<file path="src/rtl/countdown_timer_if.sv">
// Control and status bundle for the countdown timer: load/start/pause in, count and state flags out.
// The master modport drives the controls; the timer attaches through the slave modport.
interface countdown_timer_if;
  logic       load;
  logic [7:0] load_value;
  logic       start;
  logic       pause;
  logic [7:0] number;
  logic       running;
  logic       expired;
  logic       done_pulse;

  modport master (
    output load, load_value, start, pause,
    input  number, running, expired, done_pulse
  );

  modport slave (
    input  load, load_value, start, pause,
    output number, running, expired, done_pulse
  );
endinterface

</file>
<file path="src/rtl/countdown_timer.sv">
// Two-digit seconds countdown timer with load/start/pause control. All outputs are registered,
// so they change one edge after the controls are sampled. There is no backpressure: the controls are sampled every cycle.
module countdown_timer #(
  parameter int CLK_PER_SEC = 50000000,
  parameter int MAX_COUNT   = 99
) (
  input  logic             clk,
  input  logic             resetn,
  countdown_timer_if.slave tmr
);

  localparam int         PW    = (CLK_PER_SEC > 1) ? $clog2(CLK_PER_SEC) : 1;
  localparam logic [PW-1:0] TERM = PW'(CLK_PER_SEC - 1);
  localparam logic [7:0] MAXV  = 8'(MAX_COUNT);

  typedef enum logic [1:0] {
    IDLE    = 2'd0,
    RUN     = 2'd1,
    PAUSED  = 2'd2,
    EXPIRED = 2'd3
  } state_t;

  state_t        state_q, state_d;
  logic [7:0]    number_q, number_d;
  logic [PW-1:0] presc_q, presc_d;
  logic          done_q, done_d;
  logic          running_q, expired_q;
  logic          tick;

  // With CLK_PER_SEC=1 TERM is 0, so every RUN cycle is a tick.
  assign tick = (presc_q == TERM);

  always_ff @(posedge clk or negedge resetn) begin
    if (!resetn) begin
      state_q   <= IDLE;
      number_q  <= 8'd0;
      presc_q   <= '0;
      done_q    <= 1'b0;
      running_q <= 1'b0;
      expired_q <= 1'b0;
    end else begin
      state_q   <= state_d;
      number_q  <= number_d;
      presc_q   <= presc_d;
      done_q    <= done_d;
      running_q <= (state_d == RUN);
      expired_q <= (state_d == EXPIRED);
    end
  end

  always_comb begin
    state_d  = state_q;
    number_d = number_q;
    presc_d  = presc_q;
    done_d   = 1'b0;

    if (tmr.load) begin
      number_d = (tmr.load_value > MAXV) ? MAXV : tmr.load_value;
      presc_d  = '0;
      state_d  = IDLE;
    end else begin
      case (state_q)
        IDLE: begin
          if (tmr.start && (number_q != 8'd0)) begin
            state_d = RUN;
            presc_d = '0;
          end
        end
        RUN: begin
          // Pause beats a coincident tick: the prescaler stays at terminal count.
          if (tmr.pause) begin
            state_d = PAUSED;
          end else if (tick) begin
            presc_d = '0;
            if (number_q <= 8'd1) begin
              number_d = 8'd0;
              state_d  = EXPIRED;
              done_d   = 1'b1;
            end else begin
              number_d = number_q - 8'd1;
            end
          end else begin
            presc_d = presc_q + PW'(1);
          end
        end
        PAUSED: begin
          if (!tmr.pause) begin
            state_d = RUN;
          end
        end
        EXPIRED: begin
          number_d = 8'd0;
        end
        default: begin
          state_d = IDLE;
        end
      endcase
    end
  end

  assign tmr.number     = number_q;
  assign tmr.running    = running_q;
  assign tmr.expired    = expired_q;
  assign tmr.done_pulse = done_q;

endmodule

</file>
<file path="src/flat_wrapper.sv">
// flat-port wrapper written by rule: the top's interface ports become plain ports
module countdown_timer_flat 
#(
  parameter int CLK_PER_SEC = 50000000,
  parameter int MAX_COUNT   = 99
)
  (clk, resetn, tmr_load, tmr_load_value, tmr_start, tmr_pause, tmr_number, tmr_running, tmr_expired, tmr_done_pulse);
  countdown_timer_if tmr_i ();
  input  logic clk;
  input  logic resetn;
  input wire logic [$bits(tmr_i.load)-1:0] tmr_load;
  input wire logic [$bits(tmr_i.load_value)-1:0] tmr_load_value;
  input wire logic [$bits(tmr_i.start)-1:0] tmr_start;
  input wire logic [$bits(tmr_i.pause)-1:0] tmr_pause;
  output wire logic [$bits(tmr_i.number)-1:0] tmr_number;
  output wire logic [$bits(tmr_i.running)-1:0] tmr_running;
  output wire logic [$bits(tmr_i.expired)-1:0] tmr_expired;
  output wire logic [$bits(tmr_i.done_pulse)-1:0] tmr_done_pulse;
  assign tmr_i.load = tmr_load;
  assign tmr_i.load_value = tmr_load_value;
  assign tmr_i.start = tmr_start;
  assign tmr_i.pause = tmr_pause;
  assign tmr_number = tmr_i.number;
  assign tmr_running = tmr_i.running;
  assign tmr_expired = tmr_i.expired;
  assign tmr_done_pulse = tmr_i.done_pulse;
  countdown_timer #(.CLK_PER_SEC(CLK_PER_SEC), .MAX_COUNT(MAX_COUNT)) u_core (.clk(clk), .resetn(resetn), .tmr(tmr_i));
endmodule
</file>
<file path="config.mk">
export PLATFORM = sky130hd
export DESIGN_NAME = countdown_timer_flat
export DESIGN_NICKNAME = d
export VERILOG_FILES = /design/src/rtl/countdown_timer_if.sv /design/src/rtl/countdown_timer.sv /design/src/flat_wrapper.sv
export SDC_FILE = /design/constraint.sdc
export NUM_CORES = 1
export LEC_CHECK = 0
export ABC_AREA = 0
export BUFFER_PORTS_ARGS = -buffer_cell sky130_fd_sc_hd__buf_2
export CORE_AREA = 2 2 82 84
export DETAILED_ROUTE_END_ITERATION = 6
export DIE_AREA = 0 0 84 86
export GPL_TIMING_DRIVEN = 0
export PLACE_DENSITY = 0.62
export SLEW_MARGIN = 25
export SYNTH_ARGS = -nofsm -noshare
export SYNTH_HDL_FRONTEND = slang
export SYNTH_SLANG_ARGS = --single-unit
</file>
<file path="constraint.sdc">
create_clock -name clk -period 2.3 [get_ports clk]
set_clock_uncertainty 0.2 [all_clocks]
set_input_delay 0.46 -clock clk [delete_from_list [all_inputs] [get_ports clk]]
set_output_delay 0.46 -clock clk [all_outputs]
set_load 0.05 [all_outputs]
</file>
==> results by stage, run 1 <==
Placement:
- Port buffering added 23 buffers.
- The setup slack at placement is -0.497 ns.
- At the end of routability-driven placement, the weighted congestion stood at ~0.86.
- Detailed placement finished with a half-perimeter wire length of 4370 um.
- The number of instances in the placed design is 378.

STA:
- The share of the clock period used by the worst path is 1.02.
- The number of pins with negative max-slew slack in the final report was 0.
- For the finished layout, the period the worst path requires is 2.35 ns.
- For the pin with the worst max-slew slack, the measured transition is 0.896 ns.
- The fmax is about 0.42 GHz.
- Setup violations remaining at the end of the flow were counted as 1.
- The worst hold-check slack is 0.0838 ns.
- After layout, the worst setup slack is -0.0531 ns.
- The worst pin sits at a relative slew slack of 0.403.
- The number of failing hold endpoints at the final stage is 0.
- Setup repair after global routing could not meet its margin everywhere.

Clocking:
- In this run the deepest clock path goes through 2 buffers.
- Counting the buffers created by CTS gives 5.
- The clock root buffer is clkbuf_8.
- TritonCTS built the clock tree.
- For this design, the sink count on the clock tree is 39.
- The later pin in the worst-skew pair is clocked with a latency of around 0.30 ns.
- The post-CTS clock slew at the launch and capture registers of the worst setup and hold paths is 0.08 ns.
- The deepest level of the CTS H-tree is 2.

Floorplan:
- The starting density of the core is 0.391.
- The die is 86 um tall.
- The area of the core is 0.00628 sq mm.
- After floorplanning, the core was divided into 29 placement rows.
- The die covers 0.00722 sq mm.
- For this design the top-level I/O count stands at 24.
- The die is 84 um wide.

Layout:
- The finished layout holds 405 standard cells, fillers aside.
- The growth of design area from synthesis to finish is 33.4%.
- The antenna diode count is 0.
- The ratio of cells with drive above 1 in the final layout is 0.357.
- The post-layout net count is 343.
- Counting the fill cells in the layout gives 588.

Detailed routing:
- The post-detailed-routing wire length is 6740 um.
- The average via count per standard cell is 5.94.
- The final route contains 2406 vias.
- The antenna violation net count after detailed routing is 0.
- The first routing iteration left roughly 130 violations.
- The residual DRC count is 0.
- Dividing the detail-routed wire length by the instance count gives 16.6 um.
- The number of search-and-repair iterations in the first detailed-routing pass is 4.

Logic synthesis:
- For this run, the register share of the synthesized area comes to 0.398.
- The number of synthesized register bits is 39.
- When the netlist entered floorplanning its net count stood at 294.
- The mapped cell area is 0.00245 sq mm.
- The area share of the largest cell type after synthesis is 0.398.
- The synthesized instance count is 278.
- In this run the mean area of a mapped cell was 8.82 sq um.
- The number of distinct library cell variants in the gate-level netlist after synthesis is 51.
- The Yosys step of the flow raised 0 warnings.
- Counting flops with a built-in enable in the synthesized netlist gives 0.
- Of all flip-flops after synthesis, the portion carrying an async set or reset was 1.00.
- By instance count, the leading cell after synthesis is dfrtp_1.
- The top flip-flop cell by instance count after synthesis is dfrtp_1.
- The largest total area in the synthesized netlist belongs to dfrtp_1.
- By area the synthesized netlist is led by dfrtp_1, xnor2_1, nor2_1.
- Counting instances in the post-synthesis netlist gives the leading cell types as dfrtp_1, nor2_1, xnor2_1.

Outcome:
- The flow ran to the end, but the final reports show violations.
- The final reports fail on negative setup slack.

Global route:
- The via count of the first global-routing pass is 2284.
- The initial antenna violation count is 0.
- For this run the aggregate overflow at the end of global routing stands at 0.
- The overall global routing resource usage is 0.191.
- The global-route wire length before repair is roughly 11000 um.
- The maximum number of pins on one net before global-route repair is 40.

Critical path:
- The type of the worst setup path is flip-flop to flip-flop.
- The slowest library cell on the worst path is or4_4.
- The endpoint class of the critical path is a flip-flop.
- Along the worst path, the maximum fanout reaches 4.
- The critical path starts at u_core.tmr.number[6]$_DFFE_PN0P_.
- On the worst path, the slowest cell contributes a delay of roughly 0.56 ns.
- The startpoint class of the critical path is a flip-flop.
- At the worst endpoint, the arrival time is 2.32 ns.
- The startpoint of the worst-slack reg-to-reg timing path is u_core.tmr.number[6]$_DFFE_PN0P_.
- The endpoint required time on the critical path is 2.27 ns.
- Traced cell by cell, the critical path runs through or4_4, buf_6, or3_4, a31o_4, o211ai_1, o311ai_1.

Pwr:
- Summed over all cells, the static leakage comes to 0.00120 uW.
- The total power divided by cell area is 576 mW/mm^2.
- The maximum vdd ir drop is ~250 uV.

Job:
- The tool flagged a number of max-cap violations equal to 0.

Min path:
- In this run the worst hold path is classified as input port to asynchronous set/reset pin.
## final timing paths
| path | to | depth (start not counted) | slack [ns] |
|---|---|---|---|
| max | u_core.tmr.number[4]$_DFFE_PN0P_ | 6 | -0.05 |
| min | u_core.presc_q[3]$_DFFE_PN0P_ | 1 | 0.08 |
| max reg2reg | u_core.tmr.number[4]$_DFFE_PN0P_ | 6 | -0.05 |
| min reg2reg | u_core.presc_q[5]$_DFFE_PN0P_ | 1 | 0.34 |
| max in group asynchronous | u_core.presc_q[10]$_DFFE_PN0P_ | 1 | 1.19 |
| min in group clk | u_core.tmr.number[4]$_DFFE_PN0P_ | 3 | 0.20 |
## per-stage QoR
step                      power [uW]   util  TNS [ns]  instance area, sq um
final                           1890  0.521   -0.0531                  3270
after CTS                       1870  0.493    -0.209                  3100
after global placement          1110  0.433    -12.56                  2720
after detailed placement        1110  0.433    -10.66                  2720
after global routing            1970  0.521    -0.600                  3270
after floorplan                 1010      -     -4.97                  2510
## power breakdown
part	internal, uW	switching, uW
registers	711	28.5
clock network	434	250
logic	181	282
## final cells by class
| cell class | instances | area (sq um) | area share |
|---|---|---|---|
| Multi-Input combinational cell | 214 | 1610 | 0.492 |
| Sequential cell | 39 | 986 | 0.301 |
| Buffer | 8 | 57.6 | 0.0176 |
| Timing Repair Buffer | 49 | 353 | 0.108 |
| Clock buffer | 6 | 72.6 | 0.0222 |
| Inverter | 10 | 37.5 | 0.0115 |
| Tap cell | 77 | 96.3 | 0.0294 |
| Clock inverter | 2 | 60.1 | 0.0184 |
## per-layer routing
layer,vias to the layer above,share of wire,GRT usage
li1,1136,-,-
met1,1191,0.46,0.260
met2,71,0.48,0.314
met3,8,0.043,0.0318
met4,0,0.013,0.0587
met5,-,0,0
## cells in the final DEF (no fill, tap or decap), drive strengths merged, types with 3 or more instances in the layout
cell / synthesis / final
buf: 7 / 52
dfrtp: 39 / 39
nor2: 34 / 34
xnor2: 18 / 18
o21ai: 18 / 18
nand2: 17 / 17
nand3: 11 / 11
nor3: 11 / 11
clkbuf: 8 / 11
a2111oi: 11 / 11
inv: 10 / 10
a21oi: 7 / 7
a211oi: 6 / 6
or3: 6 / 6
nand4: 5 / 5
o22ai: 5 / 5
o21a: 4 / 4
a22o: 4 / 4
or2: 4 / 4
and2: 4 / 4
nor4b: 4 / 4
o31ai: 4 / 4
and4: 3 / 3
o211ai: 3 / 3
or4: 3 / 3
ha: 3 / 3
nor4bb: 3 / 3
## critical path: cells and delay by family, from the launching register on
kind | cells | cell delay (ns)
AO/OA/AOI/OAI | 3 | 0.53
flip-flops | 1 | 0.40
buffers and inverters | 1 | 0.15
AND/OR/NAND/NOR | 2 | 0.95
## state kept, by name (all words and copies together), names as in the netlist
name                   count
u_core.tmr.running         1
u_core.tmr.expired         1
u_core.tmr.number          8
u_core.tmr.done_pulse      1
u_core.presc_q            26
u_core.state_q             2
## kinds of logic after synthesis
family | synth area share
adders and majority gates | 0.0153
buffers and inverters | 0.0485
and+or+nand+nor | 0.250
muxes | 0.00867
AOI/OAI and AO/OA | 0.215
DFF | 0.398
xor gates and xnor gates | 0.0643
## what timing repair did
item                       4_1_cts  5_1_grt
buffers inserted                18        6
hold buffers                     0        0
pin swaps                       12        9
setup endpoints to repair       31       34
gates cloned                     1        1
gates resized for setup         36       36
Note: power is estimated with default switching activity, not from simulation.
==> inputs of run 2 (changes only) <==
--- a/config.mk
+++ b/config.mk
@@ -12,6 +12,7 @@
 export DIE_AREA = 0 0 84 86
 export GPL_TIMING_DRIVEN = 0
 export PLACE_DENSITY = 0.62
+export RECOVER_POWER = 25
 export SLEW_MARGIN = 25
 export SYNTH_ARGS = -nofsm -noshare
 export SYNTH_HDL_FRONTEND = slang
==> results by stage, run 2 (synthesis results as in run 1) <==
Outcome:
- Run status: finished with violations (unchanged).
- Failing checks: negative setup slack (unchanged).

Critical path:
- Crit path cell chain: or4_4, buf_6, or3_4, a31o_4, o211ai_1, o311ai_1 (unchanged).
- The arrival time at the worst endpoint is 2.32 ns (about the same).
- The worst stage delay on the critical path was 0.56 ns (about the same).
- The endpoint class of the critical path is a flip-flop (unchanged).
- The startpoint class of the critical path is a flip-flop (unchanged).
- The slowest library cell on the worst path is or4_4 (unchanged).
- The type of the worst setup path is flip-flop to flip-flop (unchanged).
- The startpoint of the worst-slack reg-to-reg timing path is u_core.tmr.number[6]$_DFFE_PN0P_ (unchanged).
- The startpoint of the worst setup timing path is u_core.tmr.number[6]$_DFFE_PN0P_ (unchanged).
- The endpoint required time on the critical path is 2.27 ns (about the same).
- The maximum fanout along the worst path is 4 (unchanged).

Layout:
- Most frequent cells in the layout: dfrtp_1, nor2_1, buf_2, buf_4, xnor2_1 (was dfrtp_1, buf_2, nor2_1, buf_4, xnor2_1).
- The post-route non-filler standard cell count is 405 (unchanged).
- The flip-flop count of the largest register, all copies and words added was 26 (unchanged).
- The most frequent standard cell in the layout excluding fill and tap cells is dfrtp_1 (unchanged).
- The antenna diode count came to 0 (unchanged).
- The growth of design area from synthesis to finish came to 33.4% (unchanged).
- The ratio of cells with drive above 1 in the final layout is 0.357 (unchanged).
- The post-layout net count is 343 (unchanged).
- The register name with the most flops is u_core.presc_q (unchanged).

Clocking:
- The clock root buffer is clkbuf_8 (unchanged).
- The number of sinks on the clock net came to 39 (unchanged).
- The number of buffers inserted during clock tree synthesis is 5 (unchanged).
- The clock tree from TritonCTS is yes (unchanged).
- The maximum number of buffers from clock root to sink is 2 (unchanged).
- The later-pin clock latency in the skew report came to 0.30 ns (about the same).
- The post-CTS clock slew at the launch and capture registers of the worst setup and hold paths was 0.08 ns (about the same).
- The deepest level of the CTS H-tree is 2 (unchanged).

Global route:
- The total overflow reported by the global router came to 0 (unchanged).
- The maximum number of pins on one net before global-route repair is 40 (unchanged).
- The global-route wire length before repair is 11100 um (unchanged).
- The overall global routing resource usage is 0.191 (unchanged).
- The via count of the first global-routing pass is 2284 (unchanged).
- The initial antenna violation count is 0 (unchanged).

Floorplan:
- The starting density of the core is 0.391 (unchanged).
- The height of the die is 86 um (unchanged).
- The width of the die was 84 um (unchanged).
- The die area is 0.00722 sq mm (unchanged).
- The number of rows created at floorplan was 29 (unchanged).
- The total I/O pin count is 24 (unchanged).
- The area of the core is 0.00628 sq mm (unchanged).

STA:
- The final worst slack is -0.0531 ns (unchanged).
- The number of pins with negative max-slew slack in the final report is 0 (unchanged).
- The fmax is 0.425 GHz (unchanged).
- The setup violation total in the final timing report is 1 (unchanged).
- The transition at the pin with the smallest max-transition slack was 1.00 ns (was 0.896 ns).
- The final total negative setup slack is -0.0531 ns (unchanged).
- The share of the clock period used by the worst path is 1.02 (unchanged).
- RSZ-0062 raised after global routing: true (unchanged).
- The final critical path time including I/O delays and setup came to 2.35 ns (unchanged).
- The worst slew margin relative to its limit came to 0.332 (was 0.403).
- The number of failing hold endpoints at the final stage came to 0 (unchanged).

Placement:
- The count of port buffers added during placement is 23 (unchanged).
- The setup slack at placement was -0.497 ns (unchanged).
- The number of instances in the placed design was 378 (unchanged).
- The routability congestion estimate from global placement is 0.856 (unchanged).
- The total half-perimeter wirelength after legalization and detailed placement is 4370 um (unchanged).

Detailed routing:
- The number of search-and-repair iterations in the first detailed-routing pass is 4 (unchanged).
- The routed wirelength normalized by instance count came to 16.6 um (unchanged).
- The total number of vias is 2406 (unchanged).
- The post-detailed-routing wire length was 6740 um (unchanged).
- The average via count per standard cell is 5.94 (unchanged).
- The residual DRC count is 0 (unchanged).
- The number of violations reported at the end of detailed-routing iteration 0 is 126 (unchanged).
- The antenna violation net count after detailed routing is 0 (unchanged).

Pwr:
- The maximum vdd ir drop was 253 uV (about the same).
- The total power divided by cell area was 576 mW/mm^2 (about the same).
- The leakage dissipation was 0.00120 uW (about the same).

Job:
- The count of maximum capacitance violations is 0 (unchanged).

Min path:
- The path category of the worst min-delay check was input port to asynchronous set/reset pin (unchanged).
run 2: metal layers:
metal,wire [um],track usage
met5,0,0
met4,91,0.0587
met3,292,0.0318
met2,3230,0.314
met1,3130,0.260
run 2: critical path, delay by kind of cell, from the launching register on:
family | cells | cell delay (ns)
buf+inv | 1 | 0.15
flops | 1 | 0.40
compound gates | 3 | 0.53
simple gates | 2 | 0.95
run 2: what timing repair did:
action | in CTS | in global routing
pin swaps | 12 | 9
setup buffers | 18 | 6
gates resized for setup | 36 | 36
cloned | 1 | 1
setup endpoints to repair | 31 | 34
hold buffers | 0 | 0
run 2: final cells by class:
type	instances	area [sq um]
multi-input cells	214	1610
repair buffers	49	353
fillers	588	3010
clock inverters	2	60.1
inverters	10	37.5
clock buffers	6	72.6
flip-flops and latches	39	986
plain buffers	8	57.6
well taps	77	96.3
run 2: power breakdown:
group | leakage [uW] | switching, uW | total (uW) | internal (uW)
sequential | 0.000519 | 28.5 | 740 | 711
combinational | 0.000616 | 282 | 462 | 181
clock | 0.0000654 | 250 | 683 | 434
total | 0.00120 | 560 | 1890 | 1330
run 2: worst paths after layout:
| path | to | slack, ns | cells after the start |
|---|---|---|---|
| worst max-delay path | u_core.tmr.number[4]$_DFFE_PN0P_ | -0.05 | 6 |
| worst min-delay path | u_core.presc_q[3]$_DFFE_PN0P_ | 0.12 | 1 |
| worst max register to register | u_core.tmr.number[4]$_DFFE_PN0P_ | -0.05 | 6 |
| worst min register to register | u_core.presc_q[5]$_DFFE_PN0P_ | 0.34 | 1 |
| max in group asynchronous | u_core.presc_q[10]$_DFFE_PN0P_ | 1.09 | 1 |
| min in group clk | u_core.tmr.number[4]$_DFFE_PN0P_ | 0.20 | 3 |
run 2: through the flow:
step	hold WS, ns	utilization	area [sq um]	power (uW)
5_1_grt	0.205	0.521	3270	1970
3_5_place_dp	0.307	0.433	2720	1110
6_report	0.119	0.521	3270	1890
3_3_place_gp	0.309	0.433	2720	1110
2_1_floorplan	-0.0356	-	2510	1010
4_1_cts	0.114	0.493	3100	1870
